## src/rtl/multi_synch_unit.sv

```systemverilog
// Per-slot outstanding-command tracker for DMA transactions.
// Raises busy, completion pulses and a sticky counter error.
`ifndef MCHAN_LEN_WIDTH
`define MCHAN_LEN_WIDTH 6
`endif

module multi_synch_unit #(
   parameter int NB_TRANS        = 4,
   parameter int TRANS_SID_WIDTH = 2,
   parameter int MCHAN_LEN_WIDTH = `MCHAN_LEN_WIDTH,
   parameter int CNT_WIDTH       = MCHAN_LEN_WIDTH + 1
) (
   input  logic                       clk_i,
   input  logic                       rst_ni,

   input  logic                       mchan_tx_req_i,
   input  logic                       mchan_tx_gnt_i,
   input  logic [TRANS_SID_WIDTH-1:0] mchan_tx_sid_i,
   input  logic [MCHAN_LEN_WIDTH-1:0] mchan_tx_cmd_nb_i,

   input  logic                       mchan_rx_req_i,
   input  logic                       mchan_rx_gnt_i,
   input  logic [TRANS_SID_WIDTH-1:0] mchan_rx_sid_i,
   input  logic [MCHAN_LEN_WIDTH-1:0] mchan_rx_cmd_nb_i,

   input  logic                       ext_tx_synch_req_i,
   input  logic [TRANS_SID_WIDTH-1:0] ext_tx_synch_sid_i,
   input  logic                       ext_rx_synch_req_i,
   input  logic [TRANS_SID_WIDTH-1:0] ext_rx_synch_sid_i,
   input  logic                       tcdm_tx_synch_req_i,
   input  logic [TRANS_SID_WIDTH-1:0] tcdm_tx_synch_sid_i,
   input  logic                       tcdm_rx_synch_req_i,
   input  logic [TRANS_SID_WIDTH-1:0] tcdm_rx_synch_sid_i,

   input  logic                       trans_clr_i,
   input  logic [TRANS_SID_WIDTH-1:0] trans_clr_sid_i,

   output logic [NB_TRANS-1:0]        trans_status_o,
   output logic [NB_TRANS-1:0]        term_sig_o,
   output logic                       term_evt_o,

   output logic                       err_o,
   output logic [TRANS_SID_WIDTH-1:0] err_sid_o,
   input  logic                       err_clr_i
);

   // add amount holds the sum of both enqueues
   localparam int AW = MCHAN_LEN_WIDTH + 1;
   // signed working width wide enough for cnt + add with a sign bit
   localparam int SW = ((CNT_WIDTH > AW) ? CNT_WIDTH : AW) + 2;

   logic [CNT_WIDTH-1:0] tcdm_cnt [NB_TRANS];
   logic [CNT_WIDTH-1:0] ext_cnt  [NB_TRANS];
   logic [CNT_WIDTH:0]   tcdm_res [NB_TRANS];
   logic [CNT_WIDTH:0]   ext_res  [NB_TRANS];
   logic [AW-1:0]        add_amt  [NB_TRANS];
   logic [1:0]           tcdm_sub [NB_TRANS];
   logic [1:0]           ext_sub  [NB_TRANS];

   logic [NB_TRANS-1:0]  pending;
   logic [NB_TRANS-1:0]  pend_q;
   logic [NB_TRANS-1:0]  clr_hit;
   logic [NB_TRANS-1:0]  slot_err;

   logic                       tx_fire;
   logic                       rx_fire;
   logic                       any_err;
   logic [TRANS_SID_WIDTH-1:0] first_err;
   logic                       err_q;
   logic [TRANS_SID_WIDTH-1:0] err_sid_q;

   // returns {error, clamped/saturated counter}
   function automatic logic [CNT_WIDTH:0] upd(
      input logic [CNT_WIDTH-1:0] cnt,
      input logic [AW-1:0]        add,
      input logic [1:0]           sub
   );
      logic signed [SW-1:0] v;
      logic signed [SW-1:0] vmax;
      v    = $signed(SW'(cnt)) + $signed(SW'(add)) - $signed(SW'(sub));
      vmax = $signed(SW'({CNT_WIDTH{1'b1}}));
      if (v < 0)
         upd = {1'b1, {CNT_WIDTH{1'b0}}};
      else if (v > vmax)
         upd = {1'b1, {CNT_WIDTH{1'b1}}};
      else
         upd = {1'b0, v[CNT_WIDTH-1:0]};
   endfunction

   assign tx_fire = mchan_tx_req_i & mchan_tx_gnt_i;
   assign rx_fire = mchan_rx_req_i & mchan_rx_gnt_i;

   // combine every add and release of a slot into one net update
   always_comb begin
      for (int s = 0; s < NB_TRANS; s++) begin
         add_amt[s]  = '0;
         tcdm_sub[s] = '0;
         ext_sub[s]  = '0;
         if (tx_fire && mchan_tx_sid_i == TRANS_SID_WIDTH'(s))
            add_amt[s] = add_amt[s] + AW'(mchan_tx_cmd_nb_i);
         if (rx_fire && mchan_rx_sid_i == TRANS_SID_WIDTH'(s))
            add_amt[s] = add_amt[s] + AW'(mchan_rx_cmd_nb_i);
         if (tcdm_tx_synch_req_i && tcdm_tx_synch_sid_i == TRANS_SID_WIDTH'(s))
            tcdm_sub[s] = tcdm_sub[s] + 2'd1;
         if (tcdm_rx_synch_req_i && tcdm_rx_synch_sid_i == TRANS_SID_WIDTH'(s))
            tcdm_sub[s] = tcdm_sub[s] + 2'd1;
         if (ext_tx_synch_req_i && ext_tx_synch_sid_i == TRANS_SID_WIDTH'(s))
            ext_sub[s] = ext_sub[s] + 2'd1;
         if (ext_rx_synch_req_i && ext_rx_synch_sid_i == TRANS_SID_WIDTH'(s))
            ext_sub[s] = ext_sub[s] + 2'd1;
         tcdm_res[s] = upd(tcdm_cnt[s], add_amt[s], tcdm_sub[s]);
         ext_res[s]  = upd(ext_cnt[s], add_amt[s], ext_sub[s]);
         clr_hit[s]  = trans_clr_i && trans_clr_sid_i == TRANS_SID_WIDTH'(s);
         slot_err[s] = !clr_hit[s] &&
                       (tcdm_res[s][CNT_WIDTH] || ext_res[s][CNT_WIDTH]);
         pending[s]  = (tcdm_cnt[s] != '0) || (ext_cnt[s] != '0);
      end
   end

   // lowest failing slot wins the error report
   always_comb begin
      any_err   = |slot_err;
      first_err = '0;
      for (int s = NB_TRANS - 1; s >= 0; s--) begin
         if (slot_err[s])
            first_err = TRANS_SID_WIDTH'(s);
      end
   end

   // per-slot counters and delayed pending; a clear overrides all updates
   always_ff @(posedge clk_i or negedge rst_ni) begin
      if (!rst_ni) begin
         for (int s = 0; s < NB_TRANS; s++) begin
            tcdm_cnt[s] <= '0;
            ext_cnt[s]  <= '0;
         end
         pend_q <= '0;
      end else begin
         for (int s = 0; s < NB_TRANS; s++) begin
            if (clr_hit[s]) begin
               tcdm_cnt[s] <= '0;
               ext_cnt[s]  <= '0;
               pend_q[s]   <= 1'b0;
            end else begin
               tcdm_cnt[s] <= tcdm_res[s][CNT_WIDTH-1:0];
               ext_cnt[s]  <= ext_res[s][CNT_WIDTH-1:0];
               pend_q[s]   <= pending[s];
            end
         end
      end
   end

   // sticky error; a new error takes precedence over a clear
   always_ff @(posedge clk_i or negedge rst_ni) begin
      if (!rst_ni) begin
         err_q     <= 1'b0;
         err_sid_q <= '0;
      end else if (any_err) begin
         err_q <= 1'b1;
         if (!err_q || err_clr_i)
            err_sid_q <= first_err;
      end else if (err_clr_i) begin
         err_q     <= 1'b0;
         err_sid_q <= '0;
      end
   end

   assign term_sig_o     = ~pending & pend_q;
   assign trans_status_o = pending | pend_q;
   assign term_evt_o     = |term_sig_o;
   assign err_o          = err_q;
   assign err_sid_o      = err_sid_q;

endmodule

```

## config.mk

```make
export PLATFORM = sky130hd
export DESIGN_NAME = multi_synch_unit
export DESIGN_NICKNAME = d
export VERILOG_FILES = /design/src/rtl/multi_synch_unit.sv
export SDC_FILE = /design/constraint.sdc
export NUM_CORES = 1
export LEC_CHECK = 0
export ABC_AREA = 1
export BUFFER_PORTS_ARGS = -buffer_cell sky130_fd_sc_hd__clkbuf_2
export CAP_MARGIN = 20
export CORE_UTILIZATION = 30
export DETAILED_ROUTE_END_ITERATION = 6
export GPL_ROUTABILITY_DRIVEN = 0
export PLACE_DENSITY_LB_ADDON = 0.3
export SLEW_MARGIN = 20
export SYNTH_ARGS = -nofsm -noshare
export SYNTH_HDL_FRONTEND = slang
export SYNTH_SLANG_ARGS = --single-unit
```

## constraint.sdc

```tcl
create_clock -name clk_i -period 3.3 [get_ports clk_i]
set_input_delay 0.66 -clock clk_i [delete_from_list [all_inputs] [get_ports clk_i]]
set_output_delay 0.66 -clock clk_i [all_outputs]
set_load 0.03 [all_outputs]
```

# After elaboration in Yosys (flattened, before gate mapping)
# Index checks and enable logic that the tools add are counted.
dict set report classes {
  n_eq_ne 22
  shift 0
  n_addsub 28
  div 0
  bitwise 5
  n_lt_le_gt_ge 16
  muxes 61
  mul 0
  reduce_logical 65
}
# operator n
set op_table {}
lappend op_table {{$mux W8} 16}
lappend op_table {{$mux W7} 12}
lappend op_table {{$gt A9 B8 Y1 const B} 8}
lappend op_table {{$lt A9 B1 Y1 const B} 8}
lappend op_table {{$sub A8 B2 Y9} 8}
lappend op_table {{$add A7 B7 Y8} 8}
lappend op_table {{$reduce_bool A7 Y1} 8}
lappend op_table {{$logic_and A1 B1 Y1} 32}
lappend op_table {{$mux W2} 15}
lappend op_table {{$add A7 B6 Y7} 4}
lappend op_table {{$eq A2 B2 Y1 const B} 14}
lappend op_table {{$mux W6} 4}
lappend op_table {{$add A2 B1 Y2 const B} 8}
lappend op_table {{$eq A2 B1 Y1 const B} 7}
lappend op_table {{$logic_not A2 Y1} 7}
lappend op_table {{$mux W1} 14}
lappend op_table {{$logic_or A1 B1 Y1} 9}
lappend op_table {{$reduce_or A4 Y1} 2}
lappend op_table {{$logic_not A1 Y1} 5}
lappend op_table {{$and A4 B4 Y4} 1}
lappend op_table {{$not A4 Y4} 1}
lappend op_table {{$or A4 B4 Y4} 1}
lappend op_table {{$and A1 B1 Y1} 2}
lappend op_table {{$ne A2 B1 Y1 const B} 1}
lappend op_table {{other kinds (2)} 2}
dict set report totals {
  reg_bits 63
  output_inout_bits 12
  ramBits 0
  latch_bits 0
  word_cells 208
  rom_bits 0
  memories 0
  inputBits 38
}

# Longest topological paths before layout
dict set report depth {
  depth_word 18
  ltp_mapped 30
}

# Least setup slack after synthesis
# No wires, ideal clock.
dict set report synth_timing {
  path_type {input to register}
  from {input mchan_tx_req_i}
  to {register err_sid_q[0] (netlist: err_sid_o[0])}
  path_stages 21
  arrival_time_ps 3903
  slack_ps -720
  n_path_buf 0
  cell_sequence {nand2_4 > nor3_1 > clkinv_1 > nor2_1 > ha_1 > fa_1 > o21ai_0 > fa_1 > inv_1 > fa_1 > nand2_1 > nand2_1 > nand2_1 > o21ai_1 > nand3_1 > nor2_1 > nor2_1 > nor2_2 > nand3_1 > nand3_1 > nand2_1}
}
dict set report synth_via {
  elab_chain_cells 18
}
# element line_no
set synth_lines {}
lappend synth_lines {{start, declared} 16} ;# input logic mchan_tx_req_i,
lappend synth_lines {{$and A1 B1 Y1 (*)} 90} ;# assign tx_fire = mchan_tx_req_i & mchan_tx_gnt_i;
lappend synth_lines {{$logic_and A1 B1 Y1} 99} ;# if (tx_fire && mchan_tx_sid_i == TRANS_SID_WIDTH'(s))
lappend synth_lines {{$mux W6} 99}
lappend synth_lines {{$add A7 B6 Y7} 102} ;# add_amt[s] = add_amt[s] + AW'(mchan_rx_cmd_nb_i);
lappend synth_lines {{$mux W7} 101} ;# if (rx_fire && mchan_rx_sid_i == TRANS_SID_WIDTH'(s))
lappend synth_lines {{$add A7 B7 Y8} 80} ;# v = $signed(SW'(cnt)) + $signed(SW'(add)) - $signed(SW'(sub));
lappend synth_lines {{$sub A8 B2 Y9} 80}
lappend synth_lines {{$gt A9 B8 Y1} 84} ;# else if (v > vmax)
lappend synth_lines {{$mux W8} 84}
lappend synth_lines {{$mux W8} 82} ;# if (v < 0)
lappend synth_lines {{$logic_or A1 B1 Y1} 115} ;# (tcdm_res[s][CNT_WIDTH] || ext_res[s][CNT_WIDTH]);
lappend synth_lines {{$logic_and A1 B1 Y1} 114} ;# slot_err[s] = !clr_hit[s] &&
lappend synth_lines {{$mux W2 (4 in series)} 125} ;# if (slot_err[s])
lappend synth_lines {{$mux W2} 160} ;# if (!err_q || err_clr_i)
lappend synth_lines {{$mux W2} 158} ;# end else if (any_err) begin
lappend synth_lines {{end signal, assigned} 161} ;# err_sid_q <= first_err;
lappend synth_lines {{end, declared} 70} ;# logic [TRANS_SID_WIDTH-1:0] err_sid_q;
# Every way passes the cells marked *; elsewhere a longest branch is shown, timed or not. The select of a mux whose other input is x is not followed.
# A chain may end at the register's enable or synchronous reset.

# Worst setup path in the final report
dict set report layout_timing {
  from {input mchan_tx_req_i}
  to {register err_sid_q[1] (netlist: err_sid_o[1])}
}
# Same word-level chain as after synthesis.

==> results.yml <==
status:
  status: "finished, violations left"
  violations: "negative setup slack"
timing:
  drv_slew: 0
  max_clock_freq_mhz: 264
  period_share_pct: 115
  worst_hold_slack_ns: 0.383
  hold_viol: 0
  post-route-min-period_ns: 3.79
  maxSlewHeadroom_pct: 49.6
  final.setup.tns_ns: -10.84
  layout_setup_ws_ns: -0.487
  setup_viol: 57
  skew_ns: 0.00591
  rsz0062_at_grt: "yes"
  tightestPinTransition_ns: 0.756
critical_path:
  cp_slowest_cell: "fa_2"
  critPathCaptureType: "flop"
  critPathMaxFanout: 4
  critPathKind: "in2reg"
  cp_slowest_stage_delay_ns: 0.47
  crit_required_ns: 3.53
  path_cells: "buf_8 -> nand2_8 -> nor3_4 -> inv_2 -> nor2_2 -> ha_2 -> fa_2 -> o21ai_4 -> buf_6 -> fa_1 -> inv_2 -> ha_4 -> nand3_2 -> nand2_2 -> nand2_2 -> nand2_2 -> nand2_2 -> nand3_2 -> nor2_4 -> nor2_4 -> nor2_4 -> nand3_2 -> nand3_1 -> nand2_1"
  arrival_ns: 4.02
  path_buf_inv: 4
  crit_family: "simple AND/OR/NAND/NOR gates"
  cp-start-kind: "input port"
  cpMostUsedCell: "nand2_2"
floorplanning:
  core_um2: 25300
  rows: 58
  die-height_um: 163
  die_area_um2: 26500
  chipWidth_um: 163
  initial_core_util_pct: 30.7
  io_pins: 50
finish:
  diodes: 0
  final_common_cell: "buf_4"
  post_route_cells_drive_above_1_share_pct: 47.0
  stdcell_count: 1801
  final_cell_mix: "buf_4, inv_1, nand2_1"
  area_growth_pct: 63.4
  final_nets: 1641
  postLayoutCellArea_um2: 12700
global_routing:
  grt_antenna_before_repair: 1
  grt_first_pass_wirelength_um: 39800
  grt_pass1_vias: 8279
  grt.total_usage_pct: 19.2
  grt_overflow: 0
  grt_max_degree: 37
yosys:
  synth-warning-count: 0
  syn_nets: 1314
  synth_top_area_cell: "dfrtp_1"
  synth.distinct_cells: 36
  synthesis.area_um2: 7740
  synth_edf_count: 0
  synth_top_family_by_area: "simple AND/OR/NAND/NOR gates"
  synth_compound_area_share_pct: 11.3
  ys_async_sr_fraction_pct: 100
  synthSimpleGateAreaFrac_pct: 26.6
  syn_inst: 1140
  synth.area.top_cells: "dfrtp_1, ha_1, inv_1, nand2_1, nand3_1"
  synth_top_area_share_pct: 20.4
  avgSynthCellArea_um2: 6.79
  synth_xor_area_share_pct: 4.98
  ys_seq_area_share_pct: 20.4
  ys_ff_latch: 63
  synth-adder-area-share_pct: 23.9
  ys.flop_type: "dfrtp_1"
  synth_mux_area_share_pct: 0
routing:
  drc_errors: 0
  vias: 8401
  first_iter_violations: 454
  vias_per_cell: 4.66
  wl_um: 25400
  wl_per_cell_um: 14.1
  firstDrtPassIters: 6
  ant_nets: 0
clock_network:
  clkLatencyLatePin_ns: 0.35
  cts_tree: "done"
  cts_sinks: 63
  cts-root-buf: "clkbuf_16"
  htreeDepth: 3
  clock_path_buffers: 2
  numCtsBuffers: 9
  clk_pin_slew_ns: 0.05
placement:
  post_dp_cell_area_um2: 10500
  dpl.cell_count: 1745
  dpl.hpwl_um: 19800
  port-buffer-count: 49
  post-place-ws_ns: -1.14
power:
  ir_worst_vdd_uv: 799
  p_leak_nw: 6.53
  power_frac_comb_pct: 83.5
  p_sw_w: 0.00663
  seq_power_share_pct: 9.8
  swShare_pct: 47.9
  pwr-share-clk_pct: 6.7
  power.density_nw_per_um2: 1090
  internal-power_w: 0.00720
flow_run:
  maxCapViolCount: 0
min_path:
  hp-class: "in2async"
[Yosys cell counts (2+ instances only)]
cell type	number
a21oi_1	66
o21bai_1	5
nand3_2	3
nand2_1	243
fa_1	20
nor3_1	27
nor2_2	3
nand3b_1	3
nand2_2	7
inv_2	6
o21ai_1	7
o21ai_0	62
nand3_1	85
nor4_1	3
nor3_4	2
o22a_1	2
a21o_1	5
nor2_1	70
or2_2	2
dfrtp_1	63
nor3_2	4
xor2_1	22
or2_1	3
nand4_1	10
inv_1	258
ha_1	116
clkinv_1	2
a31oi_1	12
xnor2_1	22
[final timing paths]
path,start,end,slack (ns),cells after the start
min in group clk_i,err_sid_o[1]$_DFFE_PN0P_,err_sid_o[1]$_DFFE_PN0P_,0.55,2
max,mchan_tx_req_i,err_sid_o[1]$_DFFE_PN0P_,-0.49,24
min,rst_ni,tcdm_cnt[11]$_DFF_PN0_,0.38,1
min reg2reg,err_sid_o[1]$_DFFE_PN0P_,err_sid_o[1]$_DFFE_PN0P_,0.55,2
max reg2reg,ext_cnt[8]$_DFF_PN0_,err_sid_o[0]$_DFFE_PN0P_,0.79,16
max in group asynchronous,rst_ni,tcdm_cnt[20]$_DFF_PN0_,2.25,2
[logic make-up after synthesis]
logic type                 count (synthesis)
DFF                                       63
adders and majority gates                136
xor gates and xnor gates                  44
AOI/OAI and AO/OA                        163
and+or+nand+nor                          468
buffers and inverters                    266
[sequential cells by signal, indices dropped and copies added, names as in the netlist]
signal     count
err_sid_o      2
ext_cnt       28
pend_q         4
tcdm_cnt      28
err_o          1
[per-stage QoR]
stage                     util [%]  total power (W)
after global routing          50.1           0.0151
after detailed placement      41.8          0.00992
final                         50.1           0.0138
after global placement        41.8          0.00979
after CTS                     46.0           0.0122
after floorplan                  -          0.00678
[routing by layer]
layer	vias up	global-route usage (%)	wire, µm
met4	0	5.10	374
met2	118	34.5	13100
met1	3966	23.9	11200
met5	-	0	0
li1	4290	-	-
met3	27	2.62	713
[timing repair]
action / CTS / global route
pin swaps: 68 / 144
endpoints found under the setup margin: 59 / 59
hold buffers: 0 / 0
gates resized for setup: 175 / 214
hold endpoints to repair: 0 / 0
buffers inserted: 23 / 28
[power groups by stage]
stage | logic (W) | clock network [W] | registers (W)
CTS | 0.00993 | 0.000951 | 0.00135
floorplan | 0.00548 | 0 | 0.00131
finish | 0.0115 | 0.000932 | 0.00135
global route | 0.0128 | 0.000977 | 0.00138
detailed placement | 0.00856 | 0 | 0.00136
global placement | 0.00844 | 0 | 0.00135
[area by class of cell]
| type | instances | area, µm² |
|---|---|---|
| multi-input combinational | 811 | 6950 |
| timing repair buffer | 316 | 2410 |
| fill | 2378 | 12600 |
| tap | 330 | 413 |
| clock inverter | 3 | 17.5 |
| clock buffer | 12 | 267 |
| inverter | 266 | 1030 |
| sequential | 63 | 1580 |
No activity file was read; power rests on OpenSTA's default activity.
